$ cat src/rtl/mf_slicer_pkg.sv
// ---------------------------------------------------------------------------
// mf_slicer_pkg
// Shared constants and types for the one-bit parallel datapath. The table /
// mapper side uses the same amplitude and sample width, so both ends agree
// on what a "+DATA" sample looks like.
//   SAMPLE_W   : signed sample width coming out of the filter/table
//   DATA_AMP   : magnitude of one enabled data bit
//   accWidth() : integrator width that can hold SPS worst-case samples
// ---------------------------------------------------------------------------
package mf_slicer_pkg;

    localparam int SAMPLE_W = 17;
    localparam int DATA_AMP = 100;

    // Hard decision polarity: a positive sum means data bit 0.
    typedef enum logic {
        BIT_POS = 1'b0,
        BIT_NEG = 1'b1
    } sliceBit_e;

    // One symbol decision as handed from the integrator to the packer.
    typedef struct packed {
        logic      strobe;
        sliceBit_e dataBit;
        logic      zero;
    } decision_t;

    // Sum of sps signed width-bit samples fits in width + clog2(sps) bits.
    function automatic int accWidth(input int width, input int sps);
        return width + $clog2(sps);
    endfunction

endpackage

$ cat src/rtl/mf_slicer_if.sv
// ---------------------------------------------------------------------------
// mf_slicer_if
// Sample input and packed-word output of the slicer in one bundle.
//   in_valid / in_sample / sync : sample stream from the filter side
//   out_valid / out_ready       : word handshake to the consumer
//   out_data / out_zero         : packed word and its erasure flag
//   overrun                     : sticky "a completed word was dropped"
// The slave modport is the slicer; the master modport is whoever feeds
// samples and consumes words.
// ---------------------------------------------------------------------------
interface mf_slicer_if
    import mf_slicer_pkg::*;
#(
    parameter int WIDTH = SAMPLE_W,
    parameter int WORD  = 8
) ();

    logic                    in_valid;
    logic signed [WIDTH-1:0] in_sample;
    logic                    sync;
    logic                    out_valid;
    logic                    out_ready;
    logic [WORD-1:0]         out_data;
    logic                    out_zero;
    logic                    overrun;

    modport slave (
        input  in_valid, in_sample, sync, out_ready,
        output out_valid, out_data, out_zero, overrun
    );

    modport master (
        output in_valid, in_sample, sync, out_ready,
        input  out_valid, out_data, out_zero, overrun
    );

endinterface

$ cat src/rtl/mf_integrate_dump.sv
// ---------------------------------------------------------------------------
// mf_integrate_dump
// Integrate-and-dump over SPS valid samples with a hard sign/zero decision.
//   clk, rst_n  : clock, asynchronous active-low reset
//   i_valid     : sample qualifier; idle cycles change nothing
//   i_sample    : signed sample
//   i_sync      : with i_valid, this sample starts a new symbol
//   o_decision  : combinational decision strobe on the last sample of a
//                 symbol (bit = sign of the sum, zero = sum was exactly 0)
// ---------------------------------------------------------------------------
module mf_integrate_dump
    import mf_slicer_pkg::*;
#(
    parameter int WIDTH = SAMPLE_W,
    parameter int SPS   = 4
) (
    input  logic                    clk,
    input  logic                    rst_n,
    input  logic                    i_valid,
    input  logic signed [WIDTH-1:0] i_sample,
    input  logic                    i_sync,
    output decision_t               o_decision
);

    localparam int ACC_W = accWidth(WIDTH, SPS);
    localparam int PH_W  = $clog2(SPS);

    logic signed [ACC_W-1:0] r_acc;
    logic [PH_W-1:0]         r_phase;
    logic signed [ACC_W-1:0] w_sampleExt;
    logic signed [ACC_W-1:0] w_sum;
    logic                    w_lastSample;

    assign w_sampleExt  = {{(ACC_W-WIDTH){i_sample[WIDTH-1]}}, i_sample};
    assign w_sum        = r_acc + w_sampleExt;
    assign w_lastSample = i_valid && (r_phase == PH_W'(SPS - 1));

    // The decision is taken from the full symbol sum including the current
    // sample, so the packer can register the bit on the same edge. A sync
    // landing on the last phase restarts the symbol instead of deciding.
    always_comb begin
        o_decision         = '0;
        o_decision.strobe  = w_lastSample && !i_sync;
        o_decision.dataBit = w_sum[ACC_W-1] ? BIT_NEG : BIT_POS;
        o_decision.zero    = w_lastSample && !i_sync && (w_sum == '0);
    end

    // Accumulator and phase only move on valid samples. Sync seeds the
    // accumulator with the current sample as phase 0, so the next phase is 1.
    always_ff @(posedge clk or negedge rst_n) begin
        if (!rst_n) begin
            r_acc   <= '0;
            r_phase <= '0;
        end else if (i_valid) begin
            if (i_sync) begin
                r_acc   <= w_sampleExt;
                r_phase <= PH_W'(1);
            end else if (w_lastSample) begin
                r_acc   <= '0;
                r_phase <= '0;
            end else begin
                r_acc   <= w_sum;
                r_phase <= r_phase + 1'b1;
            end
        end
    end

endmodule

$ cat src/rtl/mf_slicer.sv
// ---------------------------------------------------------------------------
// mf_slicer
// Receive-side decision block: integrates samples per symbol, slices to a
// hard bit, packs WORD bits LSB-first and offers words over valid/ready.
//   clk, rst_n : clock, asynchronous active-low reset
//   bus        : mf_slicer_if slave (sample input, word output, overrun)
// ---------------------------------------------------------------------------
module mf_slicer
    import mf_slicer_pkg::*;
#(
    parameter int WIDTH = SAMPLE_W,
    parameter int SPS   = 4,
    parameter int WORD  = 8
) (
    input  logic        clk,
    input  logic        rst_n,
    mf_slicer_if.slave  bus
);

    localparam int BC_W = $clog2(WORD);

    decision_t        w_dec;
    logic [WORD-1:0]  r_shift;
    logic [BC_W-1:0]  r_bitCnt;
    logic             r_zeroAcc;
    logic             r_outValid;
    logic [WORD-1:0]  r_outData;
    logic             r_outZero;
    logic             r_overrun;
    logic             w_resync;
    logic             w_wordDone;
    logic [WORD-1:0]  w_word;
    logic             w_wordZero;
    logic             w_outFree;

    mf_integrate_dump #(
        .WIDTH (WIDTH),
        .SPS   (SPS)
    ) u_intDump (
        .clk        (clk),
        .rst_n      (rst_n),
        .i_valid    (bus.in_valid),
        .i_sample   (bus.in_sample),
        .i_sync     (bus.sync),
        .o_decision (w_dec)
    );

    // New bits enter at the top and shift down, so after WORD decisions the
    // first-decided bit sits in bit 0.
    assign w_resync   = bus.in_valid && bus.sync;
    assign w_wordDone = w_dec.strobe && (r_bitCnt == BC_W'(WORD - 1));
    assign w_word     = {w_dec.dataBit, r_shift[WORD-1:1]};
    assign w_wordZero = r_zeroAcc || w_dec.zero;
    assign w_outFree  = !r_outValid || bus.out_ready;

    // Packer: collects decisions into a word and a word-local zero flag.
    // Sync throws away the partial word; a finished word always restarts
    // the packer whether or not the output register could take it.
    always_ff @(posedge clk or negedge rst_n) begin
        if (!rst_n) begin
            r_shift   <= '0;
            r_bitCnt  <= '0;
            r_zeroAcc <= 1'b0;
        end else if (w_resync || w_wordDone) begin
            r_shift   <= '0;
            r_bitCnt  <= '0;
            r_zeroAcc <= 1'b0;
        end else if (w_dec.strobe) begin
            r_shift   <= w_word;
            r_bitCnt  <= r_bitCnt + 1'b1;
            r_zeroAcc <= w_wordZero;
        end
    end

    // Output register: a finished word loads if the slot is empty or being
    // drained on this same edge; otherwise the held word wins and the new
    // one is dropped with a sticky overrun that only reset clears.
    always_ff @(posedge clk or negedge rst_n) begin
        if (!rst_n) begin
            r_outValid <= 1'b0;
            r_outData  <= '0;
            r_outZero  <= 1'b0;
            r_overrun  <= 1'b0;
        end else if (w_wordDone) begin
            if (w_outFree) begin
                r_outValid <= 1'b1;
                r_outData  <= w_word;
                r_outZero  <= w_wordZero;
            end else begin
                r_overrun  <= 1'b1;
            end
        end else if (r_outValid && bus.out_ready) begin
            r_outValid <= 1'b0;
        end
    end

    assign bus.out_valid = r_outValid;
    assign bus.out_data  = r_outData;
    assign bus.out_zero  = r_outZero;
    assign bus.overrun   = r_overrun;

endmodule

$ cat src/flat_wrapper.sv
// flat-port wrapper written by rule: the top's interface ports become plain ports
module mf_slicer_flat import mf_slicer_pkg::*;
#(
    parameter int WIDTH = SAMPLE_W,
    parameter int SPS   = 4,
    parameter int WORD  = 8
)
  (clk, rst_n, bus_in_valid, bus_in_sample, bus_sync, bus_out_ready, bus_out_valid, bus_out_data, bus_out_zero, bus_overrun);
  mf_slicer_if #(.WIDTH(WIDTH), .WORD(WORD)) bus_i ();
  input  logic clk;
  input  logic rst_n;
  input wire logic [$bits(bus_i.in_valid)-1:0] bus_in_valid;
  input wire logic [$bits(bus_i.in_sample)-1:0] bus_in_sample;
  input wire logic [$bits(bus_i.sync)-1:0] bus_sync;
  input wire logic [$bits(bus_i.out_ready)-1:0] bus_out_ready;
  output wire logic [$bits(bus_i.out_valid)-1:0] bus_out_valid;
  output wire logic [$bits(bus_i.out_data)-1:0] bus_out_data;
  output wire logic [$bits(bus_i.out_zero)-1:0] bus_out_zero;
  output wire logic [$bits(bus_i.overrun)-1:0] bus_overrun;
  assign bus_i.in_valid = bus_in_valid;
  assign bus_i.in_sample = bus_in_sample;
  assign bus_i.sync = bus_sync;
  assign bus_i.out_ready = bus_out_ready;
  assign bus_out_valid = bus_i.out_valid;
  assign bus_out_data = bus_i.out_data;
  assign bus_out_zero = bus_i.out_zero;
  assign bus_overrun = bus_i.overrun;
  mf_slicer #(.WIDTH(WIDTH), .SPS(SPS), .WORD(WORD)) u_core (.clk(clk), .rst_n(rst_n), .bus(bus_i));
endmodule
$ cat config.mk
export PLATFORM = sky130hd
export DESIGN_NAME = mf_slicer_flat
export DESIGN_NICKNAME = d
export VERILOG_FILES = /design/src/rtl/mf_slicer_pkg.sv /design/src/rtl/mf_slicer_if.sv /design/src/rtl/mf_integrate_dump.sv /design/src/rtl/mf_slicer.sv /design/src/flat_wrapper.sv
export SDC_FILE = /design/constraint.sdc
export NUM_CORES = 1
export LEC_CHECK = 0
export CAP_MARGIN = 20
export CORE_ASPECT_RATIO = 1.25
export CORE_MARGIN = 4
export CORE_UTILIZATION = 50
export DETAILED_ROUTE_END_ITERATION = 7
export GPL_ROUTABILITY_DRIVEN = 0
export PLACE_DENSITY_LB_ADDON = 0.2
export SLEW_MARGIN = 20
export SYNTH_ARGS = -nofsm -noshare
export SYNTH_HDL_FRONTEND = slang
export SYNTH_HIERARCHICAL = 1
export SYNTH_SLANG_ARGS = --single-unit
$ cat constraint.sdc
create_clock -name clk -period 4.2 [get_ports clk]
set_input_delay 0.63 -clock clk [delete_from_list [all_inputs] [get_ports clk]]
set_output_delay 0.63 -clock clk [all_outputs]
set_load 0.05 [all_outputs]
* Word-level counts from Yosys, hierarchy flattened
Index checks and enable logic that the tools add are counted.
** Storage, ports and cells
- Input port bits :: 22
- Output and inout port bits :: 11
- Memories kept :: 0
- Word-level logic and storage cells :: 47
- Flip-flop bits (word level) :: 44
- Bits in writable memories :: 0
- Bits in read-only memories :: 0
- Latch bits :: 0
** Operators by class
- Bitwise logic cells :: 1
- Div/mod/pow operators :: 0
- Reductions and logical operators :: 17
- Multiplexer cells :: 14
- $lt $le $gt $ge :: 0
- Multiply operators :: 0
- Equal/unequal tests :: 3
- Add/sub/neg operators :: 3
- Shifts and indexed selects :: 0
** Operators by type and width (number)
- $mux W19 :: 2
- $add A19 B17 Y19 :: 1
- $logic_not A19 Y1 :: 1
- $mux W8 :: 2
- $logic_and A1 B1 Y1 :: 6
- $mux W1 :: 6
- $mux W3 :: 2
- $reduce_and A2 Y1 :: 3
- $mux W2 :: 2
- $reduce_bool A2 Y1 :: 2
- $add A3 B1 Y3 const B :: 1
- $eq A3 B3 Y1 const B :: 1
- $logic_or A1 B1 Y1 :: 3
- $add A2 B1 Y2 const B :: 1
- $eq A2 B2 Y1 const B :: 1
- $logic_not A1 Y1 :: 2
- $ne A2 B2 Y1 const B :: 1
- $not A1 Y1 :: 1

* Depth between registers and ports, before layout
- Word-level depth :: 7
- Gate-level depth with buffers :: 12
- Gate-level depth less buffers :: 12

* Modules after synthesis
The synthesis kept the hierarchy.
** Modules (own cells, without submodules)
- mf_integrate_dump :: area an instance 2013.2 µm², instances 1, cells an instance 248, seq. area each 525.5 µm²
- mf_slicer :: area an instance 854.6 µm², instances 1, cells an instance 56, seq. area each 550.5 µm²

* Worst setup path after synthesis
Ideal clock, no wire load.
- Kind :: input to register
- From :: in bus_in_sample[0]
- To :: reg u_core.r_zeroAcc
- Slack :: 0.670 ns
- Required time :: 4.096 ns
- Library setup time :: 0.104 ns
- Cell stages on the path :: 12
- Path buffers :: 0
- Arrival time :: 3.426 ns
- Path through :: ha_1 -> fa_1 -> a21o_1 -> nand4_1 -> a211oi_2 -> o41ai_4 -> xnor2_1 -> or3_1 -> or4_1 -> nor4_2 -> a21oi_1 -> a221oi_1
** RTL lines
- start: declaration :: line flat_wrapper.sv:13 : input wire logic [$bits(bus_i.in_sample)-1:0] bus_in_sample;
- end signal: assignment :: line mf_slicer.sv:71 : r_zeroAcc <= w_wordZero;
- end: declaration :: line mf_slicer.sv:25 : logic r_zeroAcc;

==> results.py <==
metrics = {
    "run_status": {
        "status": "finished, final reports clean",
    },
    "clock_network": {
        "path_clk_slew_ns": 0.09,
        "clkSinkCount": 43,
        "cts_tree": "built",
        "clock_path_buffers": 2,
        "cts_setup_buffers": 0,
        "cts_max_level": 2,
        "cts-root-buf": "clkbuf_8",
        "clk_latency_ns": 0.29,
        "cts_made_buffers": 5,
        "cts_resized": 0,
        "holdBufCountCts": 0,
    },
    "power_and_ir_drop": {
        "switchingPower_mw": 0.523,
        "ir_worst_vdd_mv": 0.262,
        "combPwrFrac_pct": 41.9,
        "power_mw": 1.41,
        "p_int_mw": 0.886,
        "sequentialPowerShare_pct": 35.1,
        "clkPwrFrac_pct": 23.0,
        "cellPowerDensity_mw_per_mm2": 422,
        "switching_share_pct": 37.1,
        "power.leakage_nw": 1.45,
    },
    "floorplanning": {
        "rows": 30,
        "io_pins": 33,
        "die_area_mm2": 0.00702,
        "fp.dieH_um": 92.7,
        "fp.dieW_um": 75.7,
        "start_util_pct": 52.3,
        "core_area_mm2": 0.00548,
    },
    "detailed_routing": {
        "wire_per_inst_um": 15.9,
        "viasPerCell": 6.02,
        "drt_iter0_markers": 92,
        "wirelength_um": 6320,
        "post-route-drc-count": 0,
        "antenna_left": 0,
        "vias": 2391,
        "drt_pass1_iterations": 4,
    },
    "worst_setup_path": {
        "r2r-start": "u_core/u_intDump/r_acc[0]$_DFFE_PN0P_",
        "rr_worst_depth": 12,
        "path_max_fanout": 3,
        "path_cells": "clkdlybuf4s50_1 -> ha_1 -> fa_1 -> a21o_1 -> nand4_1 -> a211oi_2 -> o41ai_4 -> xnor2_1 -> or3_1 -> or4_1 -> nor4_2 -> a21oi_1 -> a221oi_1",
        "arrival_ns": 4.02,
        "r2r_slack_ns": 0.78,
        "cp_slowest_stage_delay_ns": 0.43,
        "start_kind": "input port",
        "critPathSlowestCell": "clkdlybuf4s50_1",
        "crit_type": "in -> reg",
        "crit_required_ns": 4.40,
        "worst_r2r_endpoint": "u_core/r_zeroAcc$_DFFE_PN0P_",
        "cp-end-kind": "register",
    },
    "layout": {
        "final_util_pct": 61.0,
        "regArea_mm2": 0.00108,
        "multi_input_area_mm2": 0.00171,
        "mostFrequentLayoutCells": "nor2_1, dfrtp_1, clkdlybuf4s50_1",
        "syn2layout_area_growth_pct": 16.5,
        "fillCellCount": 481,
        "n_antenna_cell": 0,
        "nets": 376,
        "layout-drive-gt1-share_pct": 9.91,
    },
    "timing": {
        "fin_worst_skew_ns": 0.00587,
        "timing.final.crit_share_pct": 91.0,
        "relSlewSlack_pct": 46.2,
        "slew_viol_final": 0,
        "setup-tns-final_ns": 0,
        "setup_viol": 0,
        "max_freq_mhz": 262,
        "tightest_slew_ns": 0.806,
        "hold_viol": 0,
        "min_period_ns": 3.82,
        "rsz0062_at_grt": "no",
    },
    "global_route": {
        "use_met3_pct": 2.50,
        "grt_pass1_wl_um": 10500,
        "grt_max_degree": 44,
        "grt-busiest-layer": "met2",
        "antenna_found_initial": 0,
        "global_route.usage.met1_pct": 24.6,
        "grt_pass1_vias": 2280,
        "overflow": 0,
        "track_usage_pct": 19.0,
        "grt_use_met2_pct": 32.0,
    },
    "logic_synthesis": {
        "synth_cells": 304,
        "netlist_area_mm2": 0.00287,
        "synth_edf_count": 0,
        "ys_ff_latch": 43,
        "syn_area_per_cell_um2": 9.43,
        "yosysUniqueCellTypes": 55,
        "synth_warnings": 6,
        "yosysSeqAreaShare_pct": 37.5,
        "syn_nets": 348,
        "async_flop_share_pct": 100,
        "synthFlopType": "dfrtp_1",
    },
    "run": {
        "drv_cap": 0,
    },
    "place": {
        "port_buffers": 32,
        "hpwl_um": 4670,
    },
    "min_path": {
        "hold_path.class": "in -> async",
    },
}
-- cells by family after synthesis --
group / share of synthesized area (%)
AO/OA/AOI/OAI: 23.0
buffers and inverters: 3.01
flip-flops: 37.5
AND/OR/NAND/NOR: 17.5
XOR/XNOR: 4.58
multiplexers: 4.58
adder cells (fa/ha/maj): 9.86
-- stage by stage --
step / hold WS (ns) / area [um^2] / cells / setup WS (ns)
after CTS: 0.494 / 3340 / 397 / 0.360
final: 0.318 / 3340 / 397 / 0.378
after detailed placement: 0.472 / 3230 / 389 / 0.0487
after floorplan: 0.334 / 2870 / 304 / 0.670
after global routing: 0.359 / 3340 / 397 / 0.163
after global placement: 0.462 / 3230 / 389 / 0.148
-- critical path: cells and delay by family --
family,cells,cell delay (ns)
and+or+nand+nor,4,1.18
AOI/OAI and AO/OA,5,1.01
adders and majority gates,2,0.65
buffers and inverters,1,0.43
xor gates and xnor gates,1,0.12
-- Yosys cell counts, types with 4 or more instances --
| master | count | area share (%) |
|---|---|---|
| ha_1 | 21 | 9.2 |
| a21oi_1 | 25 | 4.4 |
| dfrtp_1 | 43 | 38 |
| nand3_1 | 8 | 1.4 |
| a21o_1 | 5 | 1.3 |
| a31oi_1 | 4 | 0.87 |
| nand4_1 | 5 | 1.1 |
| nor2_1 | 43 | 5.6 |
| o21a_1 | 5 | 1.3 |
| clkbuf_1 | 13 | 1.7 |
| mux2_2 | 9 | 3.5 |
| nand2_1 | 18 | 2.4 |
| xnor2_1 | 9 | 2.7 |
| a221oi_1 | 13 | 4.0 |
| xor2_1 | 6 | 1.8 |
| inv_1 | 4 | 0.52 |
| a22o_1 | 9 | 2.7 |
| o21ai_0 | 11 | 1.9 |
| nor3_1 | 5 | 0.87 |
-- power by group through the flow --
| stage | clock (mW) | sequential (mW) | combinational, mW |
|---|---|---|---|
| after detailed placement | 0 | 0.501 | 0.584 |
| after global routing | 0.353 | 0.501 | 0.657 |
| after floorplan | 0 | 0.494 | 0.455 |
| final | 0.324 | 0.494 | 0.590 |
| after global placement | 0 | 0.500 | 0.578 |
| after CTS | 0.338 | 0.494 | 0.586 |
-- how the worst max path moves through the flow --
| stage | slack (ns) | start | endpoint |
|---|---|---|---|
| 2_1_floorplan | 0.67 | bus_in_sample[0] | u_core/r_zeroAcc$_DFFE_PN0P_ |
| 3_3_place_gp | 0.15 | bus_in_sample[0] | u_core/r_zeroAcc$_DFFE_PN0P_ |
| 3_5_place_dp | 0.05 | bus_in_sample[0] | u_core/r_zeroAcc$_DFFE_PN0P_ |
| 4_1_cts | 0.36 | bus_in_sample[0] | u_core/r_zeroAcc$_DFFE_PN0P_ |
| 5_1_grt | 0.16 | bus_in_sample[0] | u_core/r_zeroAcc$_DFFE_PN0P_ |
| 6_report | 0.38 | bus_in_sample[0] | u_core/r_zeroAcc$_DFFE_PN0P_ |
-- metal layers --
metal,vias to the layer above,part of all wire (%)
met2,42,51
met4,0,1.9
met5,-,0
met3,10,2.6
met1,1155,45
li1,1184,-
-- registers in the layout (all words and copies together) (netlist names) --
name                      flops
u_core/bus.out_zero           1
u_core/bus.out_valid          1
u_core/r_bitCnt               3
u_core/bus.out_data           8
u_core/u_intDump/r_phase      2
u_core/r_shift                7
u_core/u_intDump/r_acc       19
u_core/r_zeroAcc              1
u_core/bus.overrun            1
-- cell type report --
cell class	count	share of cell area (%)
Multi-Input combinational cell	241	51.0
Timing Repair Buffer	36	10.4
Tap cell	64	2.40
Clock buffer	5	2.06
Sequential cell	43	32.2
Inverter	5	0.562
Clock inverter	3	1.31
(Power assumes the default switching activity.)
